File: src/rtl/selector_pkg.sv
// Shared types and helpers for the bipolar selector accumulator: selection
// encoding, control states and the symmetric saturating add.
package selector_pkg;

  typedef logic signed [1:0] sel_t;

  localparam sel_t SEL_POS  = 2'sb01;
  localparam sel_t SEL_NEG  = 2'sb11;
  localparam sel_t SEL_ZERO = 2'sb00;

  // Internal arithmetic width; wide enough for any sensible ACC_WIDTH.
  localparam int SUM_W = 32;

  typedef enum logic [1:0] {
    ACCUM,
    DRAIN,
    HOLD
  } state_t;

  function automatic sel_t to_sel(input logic result, input logic enable);
    if (enable)      return SEL_ZERO;
    else if (result) return SEL_NEG;
    else             return SEL_POS;
  endfunction

  // Symmetric clamp to +/-(2^(width-1)-1); the most negative code is never produced.
  function automatic logic signed [SUM_W-1:0] sat_add(
    input logic signed [SUM_W-1:0] acc,
    input sel_t                    sel,
    input int                      width
  );
    logic signed [SUM_W-1:0] one;
    logic signed [SUM_W-1:0] lim;
    logic signed [SUM_W-1:0] sum;
    one = 1;
    lim = (one <<< (width - 1)) - one;
    sum = acc + sel;
    if (sum > lim)       return lim;
    else if (sum < -lim) return -lim;
    else                 return sum;
  endfunction

endpackage

File: src/rtl/selector_lane.sv
// One channel: registered selection, saturating accumulator and the
// sign decode of the value the accumulator is about to take.
module selector_lane
  import selector_pkg::*;
#(
  parameter int ACC_WIDTH = 8
) (
  input  logic clk,
  input  logic rst_n,
  input  logic sample_i,
  input  logic clear_i,
  input  logic result_i,
  input  logic enable_i,
  input  logic tie_i,
  output sel_t sel_o,
  output logic clamp_o,
  output logic major_o
);

  sel_t                        sel_q, sel_d;
  logic signed [ACC_WIDTH-1:0] acc_q, acc_d;
  logic signed [SUM_W-1:0]     raw_sum;
  logic signed [SUM_W-1:0]     sat_sum;

  always_comb begin
    raw_sum = SUM_W'(acc_q) + SUM_W'(sel_q);
    sat_sum = sat_add(SUM_W'(acc_q), sel_q, ACC_WIDTH);
    clamp_o = (raw_sum != sat_sum);
    sel_d   = sample_i ? to_sel(result_i, enable_i) : SEL_ZERO;
    acc_d   = clear_i ? '0 : sat_sum[ACC_WIDTH-1:0];
    // Decode the post-add value so the bundle's final selection is counted.
    if (sat_sum < 0)       major_o = 1'b1;
    else if (sat_sum == 0) major_o = tie_i;
    else                   major_o = 1'b0;
  end

  // NOTE: sequential state uses non-blocking assignments so every register
  // samples pre-edge values regardless of process evaluation order.
  always_ff @(posedge clk or negedge rst_n) begin
    if (!rst_n) begin
      sel_q <= SEL_ZERO;
      acc_q <= '0;
    end else begin
      sel_q <= sel_d;
      acc_q <= acc_d;
    end
  end

  assign sel_o = sel_q;

endmodule

File: src/rtl/selector_accum.sv
// Bundle controller: samples per-core selections, accumulates them per
// channel and presents one majority bit per channel over valid/ready.
module selector_accum
  import selector_pkg::*;
#(
  parameter int NUM_CORES = 32,
  parameter int ACC_WIDTH = 8,
  parameter int CNT_WIDTH = 16
) (
  input  logic                   clk,
  input  logic                   rst_n,
  input  logic                   update,
  input  logic [NUM_CORES-1:0]   core_result_bits,
  input  logic [NUM_CORES-1:0]   core_enable_bits,
  input  logic                   finish,
  input  logic                   clear,
  input  logic [NUM_CORES-1:0]   tie_bits,
  output logic                   in_ready,
  output logic [2*NUM_CORES-1:0] sel_bits,
  output logic [NUM_CORES-1:0]   out_bits,
  output logic                   out_valid,
  input  logic                   out_ready,
  output logic                   sat_flag,
  output logic [CNT_WIDTH-1:0]   update_count
);

  state_t                 state_q, state_d;
  logic [CNT_WIDTH-1:0]   cnt_q, cnt_d;
  logic                   sat_q, sat_d;
  logic                   valid_q, valid_d;
  logic [NUM_CORES-1:0]   obits_q, obits_d;
  logic [NUM_CORES-1:0]   clamp, major;
  logic                   accept_upd, accept_fin, handshake, lane_clear;

  assign in_ready   = (state_q == ACCUM);
  assign accept_upd = update & in_ready & ~clear;
  assign accept_fin = finish & in_ready & ~clear;
  assign handshake  = valid_q & out_ready;
  assign lane_clear = clear | handshake;

  for (genvar i = 0; i < NUM_CORES; i++) begin : g_lane
    sel_t lane_sel;
    selector_lane #(.ACC_WIDTH(ACC_WIDTH)) u_lane (
      .clk      (clk),
      .rst_n    (rst_n),
      .sample_i (accept_upd),
      .clear_i  (lane_clear),
      .result_i (core_result_bits[i]),
      .enable_i (core_enable_bits[i]),
      .tie_i    (tie_bits[i]),
      .sel_o    (lane_sel),
      .clamp_o  (clamp[i]),
      .major_o  (major[i])
    );
    assign sel_bits[2*i +: 2] = lane_sel;
  end

  // NOTE: every output of this block gets a default first, so no path can
  // leave one unassigned and infer a latch.
  always_comb begin
    state_d = state_q;
    cnt_d   = cnt_q;
    sat_d   = sat_q | (|clamp);
    valid_d = valid_q;
    obits_d = obits_q;
    unique case (state_q)
      ACCUM: begin
        if (accept_upd && cnt_q != '1) cnt_d = cnt_q + CNT_WIDTH'(1);
        if (accept_fin) state_d = DRAIN;
      end
      DRAIN: begin
        obits_d = major;
        valid_d = 1'b1;
        state_d = HOLD;
      end
      HOLD: begin
        if (out_ready) begin
          valid_d = 1'b0;
          cnt_d   = '0;
          sat_d   = 1'b0;
          state_d = ACCUM;
        end
      end
      default: state_d = ACCUM;
    endcase
    // Abort wins over everything, including an in-flight selection.
    if (clear) begin
      state_d = ACCUM;
      cnt_d   = '0;
      sat_d   = 1'b0;
      valid_d = 1'b0;
    end
  end

  always_ff @(posedge clk or negedge rst_n) begin
    if (!rst_n) begin
      state_q <= ACCUM;
      cnt_q   <= '0;
      sat_q   <= 1'b0;
      valid_q <= 1'b0;
      obits_q <= '0;
    end else begin
      state_q <= state_d;
      cnt_q   <= cnt_d;
      sat_q   <= sat_d;
      valid_q <= valid_d;
      obits_q <= obits_d;
    end
  end

  assign out_bits     = obits_q;
  assign out_valid    = valid_q;
  assign sat_flag     = sat_q;
  assign update_count = cnt_q;

endmodule

File: config.mk
export PLATFORM = sky130hd
export DESIGN_NAME = selector_accum
export DESIGN_NICKNAME = d
export VERILOG_FILES = /design/src/rtl/selector_pkg.sv /design/src/rtl/selector_lane.sv /design/src/rtl/selector_accum.sv
export SDC_FILE = /design/constraint.sdc
export NUM_CORES = 1
export LEC_CHECK = 0
export ABC_AREA = 1
export ABC_CLOCK_PERIOD_IN_PS = 2400
export CAP_MARGIN = 40
export CORE_ASPECT_RATIO = 0.7
export CORE_MARGIN = 2
export CORE_UTILIZATION = 35
export DETAILED_ROUTE_END_ITERATION = 16
export PLACE_DENSITY_LB_ADDON = 0.1
export SLEW_MARGIN = 10
export SYNTH_ARGS = -nofsm -noshare
export SYNTH_HDL_FRONTEND = slang
export SYNTH_SLANG_ARGS = --single-unit
export TNS_END_PERCENT = 1
File: constraint.sdc
create_clock -name clk -period 2.4 [get_ports clk]
set_input_delay 0.48 -clock clk [delete_from_list [all_inputs] [get_ports clk]]
set_output_delay 0.48 -clock clk [all_outputs]
set_load 0.01 [all_outputs]
== Word level (Yosys, flattened, before mapping) ==
Cells that the tools add are included.
Widths: inputs -> output; s select.

* Equality and inequality tests: 38
* $add $sub $neg: 33
* Reduce and logical (&&, ||, !) cells: 40
* Multiplexer cells: 270
* Order comparisons: 96
* Bitwise gates (word level): 8

{| class="wikitable"
|+ Operators by type and width
! operator !! number
|-
| $mux 32 || 64
|-
| $gt 32x8->1 const B || 32
|-
| $logic_not 32->1 || 32
|-
| $lt 32x1->1 const B || 32
|-
| $lt 32x8->1 const B || 32
|-
| $ne 32x32->1 || 32
|-
| $add 8x2->9 || 32
|-
| $mux 8 || 32
|-
| $mux 2 || 99
|-
| $mux 1 || 69
|-
| $mux 16 || 3
|-
| $pmux 16 s2 || 1
|-
| $reduce_or 32->1 || 1
|-
| $add 16x1->16 const B || 1
|-
| $ne 16x16->1 const B || 1
|-
| $ne 3x2->1 const B || 2
|-
| $pmux 2 s3 || 1
|-
| $reduce_bool 3->1 || 2
|-
| $and 1x1->1 || 5
|-
| $reduce_and 2->1 || 2
|-
| $ne 3x3->1 const B || 1
|-
| $reduce_and 3->1 || 1
|-
| $eq 2x1->1 const B || 1
|-
| $eq 2x2->1 const B || 1
|-
| 5 further kinds || 6
|}

* Bits in registers: 372
* Input bits: 102
* Word-level logic and storage cells: 554

== Longest topological paths before layout ==
* Depth in word-level cells: 10
* Gate-level depth with buffers: 22
* Depth with buffers taken out: 22

== Modules after synthesis ==
Synthesis repeated with hierarchy kept, for this count alone.

* Cells, all modules: 4229
* Area total of the unflattened synthesis: 30407.9 µm²

{| class="wikitable"
|+ By module, submodules not included
! module !! cells each !! times used !! area each (µm²)
|-
| selector_lane at g_lane[11].u_lane ... || 124 || 25 || 874.6
|-
| selector_lane at g_lane[0].u_lane ... || 120 || 7 || 845.8
|-
| selector_accum || 289 || 1 || 2622.5
|}

== Least setup slack after synthesis ==
OpenSTA, ideal clock, no wires.

* Kind: reg-to-reg
* Start: register g_lane[17].u_lane.sel_q[0]
* End: register sat_q, in the netlist sat_flag
* Path buffers: 0
* Library setup time: 0.133 ns
* Clock period less this slack: 2.543 ns
* Slack: -0.143 ns
* Arrival: 2.410 ns
* Stages on the path, launching flop included: 23
* Cells stage by stage: dfrtp_1 ha_1 fa_1 nand2_1 nand3_2 nand3_1 nand2_1 nand2_1 nand2_1 nand2_4 inv_2 nand2_4 inv_1 nor2_2 nand2_1 nand2_1 nand3_1 nor2_1 nand3_1 nor2_1 nand3_1 nor2_1 nor2_1

* Cells in the longest elaborated chain, start to end: 10

{| class="wikitable"
|+ Ends and longest elaborated chain
! element !! line !! source
|-
| start: declaration || selector_lane.sv:20 || <nowiki>sel_t sel_q, sel_d;</nowiki>
|-
| start signal: assignment || selector_lane.sv:44 || <nowiki>sel_q <= sel_d;</nowiki>
|-
| $add 8x2->9 (*) || selector_pkg.sv:37, selector_lane.sv:26 ||
|-
| $lt 32x8->1 || selector_pkg.sv:39 || <nowiki>else if (sum < -lim) return -lim;</nowiki>
|-
| $mux 32 || selector_pkg.sv:39 ||
|-
| $mux 32 || selector_pkg.sv:38 || <nowiki>if (sum > lim) return lim;</nowiki>
|-
| $ne 32x32->1 (*) || selector_lane.sv:28 || <nowiki>clamp_o = (raw_sum != sat_sum);</nowiki>
|-
| $reduce_or 32->1 (*) || selector_accum.sv:63 || <nowiki>sat_d = sat_q | (|clamp);</nowiki>
|-
| $or 1x1->1 (*) || selector_accum.sv:63 ||
|-
| $mux 1 || selector_accum.sv:77 || <nowiki>if (out_ready) begin</nowiki>
|-
| $mux 1 (*) || selector_accum.sv:66 || <nowiki>unique case (state_q)</nowiki>
|-
| $mux 1 (*) || selector_accum.sv:87 || <nowiki>if (clear) begin</nowiki>
|-
| named net sat_d || selector_accum.sv:29 || <nowiki>logic sat_q, sat_d;</nowiki>
|-
| end signal: assignment || selector_accum.sv:105 || <nowiki>sat_q <= sat_d;</nowiki>
|-
| end: declaration || selector_accum.sv:29 ||
|}

The timed path passes the listed nets; every way through them passes the cells marked *.
A chain may end at the register's enable or synchronous reset.

== Worst setup path in the final report ==
* Start: register g_lane[15].u_lane.sel_q[0]
* End: register sat_q, in the netlist sat_flag

* Cells in the longest elaborated chain, start to end: 10

{| class="wikitable"
|+ Ends and longest elaborated chain
! element !! line
|-
| start: declaration || selector_lane.sv:20
|-
| start signal: assignment || selector_lane.sv:44
|-
| $add 8x2->9 (*) || selector_pkg.sv:37, selector_lane.sv:26
|-
| $lt 32x8->1 || selector_pkg.sv:39
|-
| $mux 32 || selector_pkg.sv:39
|-
| $mux 32 || selector_pkg.sv:38
|-
| $ne 32x32->1 (*) || selector_lane.sv:28
|-
| $reduce_or 32->1 (*) || selector_accum.sv:63
|-
| $or 1x1->1 (*) || selector_accum.sv:63
|-
| $mux 1 || selector_accum.sv:77
|-
| $mux 1 (*) || selector_accum.sv:66
|-
| $mux 1 (*) || selector_accum.sv:87
|-
| named net sat_d || selector_accum.sv:29
|}

Marks and branches as above.

==> parameters.txt <==
Parameter                              Value

Finish
  Layout cells sized above 1 ... 32.9%
  Number of standard cells in the final layout excluding fillers ... approximately 6100
  Combined area of the multi-input logic cells ... 18600 um2
  Layout-stage area growth over the synthesis result ... 52.9%
  Final net count ... around 5400
  Area used by sequential logic in the layout ... 9350 um2
  Count of filler cells inserted in the layout ... around 7500

Worst hold path
  Worst hold path class ... input port to async pin

Place
  Post-placement cell count ... 6015
  Estimated wirelength of the detail-placed design ... approximately 68000 um
  Port buffer count ... approximately 220
  Routability-driven placement congestion ratio ... about 0.88

Timing
  Final setup violating endpoints ... 71
  RSZ-0062 raised after global routing ... yes
  Skew final ... 21.2 ps
  Maximum clock rate ... approximately 330 MHz
  Final number of hold-violating endpoints ... 0
  Final worst path period share ... 126%
  Number of pins with negative max-slew slack in the final report ... 0
  Headroom to the max-slew limit ... approximately 69%
  Slew @ Worst Pin ... 468 ps
  Total Neg Setup Slack ... -8470 ps
  Final critical path time including I/O delays and setup ... about 3000 ps
  Worst Slack Setup Final ... -618 ps

Status
  Violated checks ... negative setup slack
  Status ... finished with violations

Routing
  Total routed wirelength ... just under 90000 um
  Post-route ant nets ... 0
  First-pass iteration count of the detailed router ... 6
  Max layer used ... met4
  Met1 Wirelength ... between 40000 and 50000 um
  Number of design rule violations left after detail routing ... 0
  Met3 Wirelength ... around 3500 um
  Wirelength per Cell ... ~14 um
  Average via count per standard cell ... 4.63
  Wire length on met2 ... ~37000 um
  Iteration-0 DRC count of the detailed router ... around 1600
  Detailed-route via count ... around 28000

Global routing
  Initial antenna violation count ... 2
  First-pass GRT wire length ... between 100000 and 150000 um
  Global router's overall resource usage ... 21.2%
  Pin count of the biggest net entering global routing ... between 50 and 60
  Via count of the first global-routing pass ... ~27000
  GRT overflow ... 0

Critical path
  Element type at the critical path end ... flip-flop
  Setup slack of the most critical reg-to-reg path ... -620 ps
  Endpoint of the lowest-slack register-to-register path ... sat_flag
  R2r startpoint ... g_lane[15].u_lane.sel_o[0]
  Critical Path RT ... ~2900 ps
  Cell with the biggest individual delay on the critical path ... sky130_fd_sc_hd__dfrtp_1
  CP Cell Sequence ... ha_4 > fa_2 > nand2_2 > nand3_4 > nand3_4 > nand2_4 > nand2_4 > a21oi_4 > nand2_2 > inv_2 > buf_4 > nand2_2 > nand4_1 > nor2_2 > buf_6 > nand2_2 > nor2_4 > nand3_2 > nor2_1 > nor2_1
  Maximum single-stage delay on the critical path ... around 420 ps
  CP startpoint ... g_lane[15].u_lane.sel_o[0]
  Cell repeated most along the worst path ... sky130_fd_sc_hd__nand2_2
  Type of element launching the critical path ... flip-flop
  Max FO, Critical Path ... 3
  WP data arrival ... roughly 3500 ps
  Number of cells on the worst reg-to-reg path ... 20
  Worst Setup EP ... sat_flag
  Worst Setup Path Type ... flip-flop to flip-flop

Synthesis
  Primary flip-flop cell chosen by synthesis mapping ... sky130_fd_sc_hd__dfrtp_1
  Count of cell types in the netlist ... 52
  Multiplexer share of the synthesized area ... 0%
  Post-synthesis register bit count ... roughly 370
  Post-Synthesis Net Count ... between 4000 and 5000
  Number of enable flip-flop cells after synthesis ... 0
  Post-synth top area cell ... sky130_fd_sc_hd__dfrtp_1
  Total number of yosys warnings ... 0
  Post-synthesis adder-cell area fraction ... around 14%
  Top cells by area, synth ... sky130_fd_sc_hd__dfrtp_1 (33%), sky130_fd_sc_hd__nand2_1 (13%), sky130_fd_sc_hd__ha_1 (11%)
  Area share of xor/xnor cells in the synthesized design ... 2.50%
  Synthesized-area fraction occupied by ao, oa, aoi and oai cells ... 10.4%
  Main combinational cell family by area after synthesis ... simple AND/OR/NAND/NOR gates
  Syn_area_per_cell ... between 7 and 8 um2
  Gate Count Post-Synth ... 3810
  Sequential fraction of the synthesis area ... roughly 33%
  Simple-gate portion of the synthesized area ... between 30% and 40%
  Proportion of netlist area held by the largest area contributor ... 33.1%
  Fraction of synthesis flops using an asynchronous set or reset pin ... between 90% and 100%
  Post-synthesis cell area ... between 20000 and 30000 um2

Floorplan
  Initial standard-cell utilization of the core ... between 30% and 40%
  Area enclosed by the die boundary ... between 80000 and 90000 um2
  Vertical extent of the die ... 241 um
  Core Footprint ... approximately 80000 um2
  Ports placed on the boundary ... approximately 220
  Die X-Extent ... 343 um
  Number of rows in the core area ... 86

Clock tree
  Number of buffers inserted during clock tree synthesis ... between 40 and 50
  Clock root buffer ... sky130_fd_sc_hd__clkbuf_16
  # H-tree levels ... 2
  Number of buffers between clock root and the deepest sink ... 3
  Clock tree from TritonCTS ... built
  Clock slew at reported path FFs ... approximately 60 ps
  Clock latency on the worst-skew pair ... between 600 and 700 ps
  Number of sinks on the clock net ... 372

Flow run
  Number of max-cap violations ... 0

Power and ir drop
  Power density cells ... around 560 nW/um2
  Leak pwr ... 23.2 nW
  Largest voltage drop on the vdd net ... between 0.4 and 0.5 mV
-- timing repair --
item / in CTS / in global routing
endpoints found under the setup margin: 162 / 207
gates resized for setup: 168 / 252
hold buffers: 1 / 0
cloned: 0 / 0
pin swaps: 28 / 85
setup buffers: 14 / 26
endpoints found under the hold margin: 31 / 0
-- power breakdown --
part | switching, W | internal [W] | leakage, nW
Clock | 0.00306 | 0.00492 | 0.851
Sequential | 0.000442 | 0.00691 | 4.95
Combinational | 0.00436 | 0.00444 | 17.4
-- cells by family (layout without fill, tap and decap cells) --
kind of cell,Yosys count,count (layout)
and+or+nand+nor,2071,2071
buffers and inverters,545,1820
AOI/OAI and AO/OA,469,469
DFF,372,372
adders and majority gates,289,289
xor gates and xnor gates,64,64
other,0,1
-- worst max-delay path, delay by kind of cell, from the launching register on --
family                   cells  cell delay (ps)
buffers and inverters        3              300
adder cells (fa/ha/maj)      2              590
AO/OA/AOI/OAI                1               70
AND/OR/NAND/NOR             14             1500
flip-flops                   1              420
-- cell type report --
type | count | share of cell area (%)
Multi-Input combinational cell | 2893 | 43.4
Timing Repair Buffer | 1231 | 23.4
Sequential cell | 372 | 21.8
Inverter | 504 | 4.43
Clock buffer | 60 | 3.14
Tap cell | 1056 | 3.07
Clock inverter | 25 | 0.839
Antenna cell | 1 | 0.00582
-- worst min-delay path by stage --
| stage | from | slack, ps | end |
|---|---|---|---|
| floorplan | rst_n | 180 | g_lane[0].u_lane.acc_q[0] |
| global placement | rst_n | 410 | g_lane[28].u_lane.acc_q[4] |
| detailed placement | rst_n | 410 | g_lane[28].u_lane.acc_q[4] |
| CTS | rst_n | 360 | g_lane[28].u_lane.acc_q[4] |
| global route | rst_n | 380 | g_lane[28].u_lane.acc_q[4] |
| finish | rst_n | 380 | g_lane[28].u_lane.acc_q[4] |
-- metrics by stage --
| stage | hold WS (ps) | setup WS, ps | util, % | instance area, um2 | power, W |
|---|---|---|---|---|---|
| 2_1_floorplan | 184 | -27.0 | - | 28200 | 0.0112 |
| 5_1_grt | 378 | -736 | 54.3 | 43000 | 0.0256 |
| 4_1_cts | 356 | -560 | 52.5 | 41500 | 0.0240 |
| 3_3_place_gp | 408 | -967 | 49.3 | 39000 | 0.0155 |
| 6_report | 378 | -618 | 54.3 | 43000 | 0.0241 |
| 3_5_place_dp | 408 | -934 | 49.3 | 39000 | 0.0155 |
-- state kept, by name, summed over array words and instances, names as in the netlist --
name	cells
g_lane.u_lane.acc_q	256
g_lane.u_lane.sel_o	64
out_bits	32
update_count	16
state_q	2
out_valid	1
sat_flag	1
-- per-layer routing --
| layer | track usage [%] | up-vias |
|---|---|---|
| li1 | - | 15000 |
| met1 | 33.2 | 13000 |
| met2 | 31.2 | 408 |
| met3 | 2.66 | 71 |
| met4 | 3.58 | 0 |
| met5 | 0 | - |
-- placed cells by master, fill, tap and decap left out, types with 40 or more instances in the layout --
master                            synthesis  final
sky130_fd_sc_hd__buf_4                    1    983
sky130_fd_sc_hd__nand2_1                981    922
sky130_fd_sc_hd__inv_1                  474    461
sky130_fd_sc_hd__nor2_1                 427    406
sky130_fd_sc_hd__dfrtp_1                372    339
sky130_fd_sc_hd__nand3_1                307    285
sky130_fd_sc_hd__a21oi_1                266    229
sky130_fd_sc_hd__clkdlybuf4s50_1          0    211
sky130_fd_sc_hd__ha_1                   257    182
sky130_fd_sc_hd__nand2_2                 71    123
sky130_fd_sc_hd__nand4_1                 67     67
sky130_fd_sc_hd__a21oi_2                 18     50
sky130_fd_sc_hd__nor3_1                  57     50
sky130_fd_sc_hd__ha_4                     0     50
sky130_fd_sc_hd__clkbuf_16                0     49
sky130_fd_sc_hd__nand3b_1                43     43
sky130_fd_sc_hd__inv_2                   28     40
-- Yosys cell counts, drive strengths merged, types with 21 or more instances --
master     n
nand3b    43
a31oi     39
nor3      58
ha       257
nor3b     39
nand4     68
or2       23
nand3    328
fa        32
a211oi    21
xnor2     43
clkbuf    39
inv      502
nor2     433
o21ai     67
a21oi    295
xor2      21
dfrtp    372
nand2   1068
Note: power is estimated with default switching activity, not from simulation.
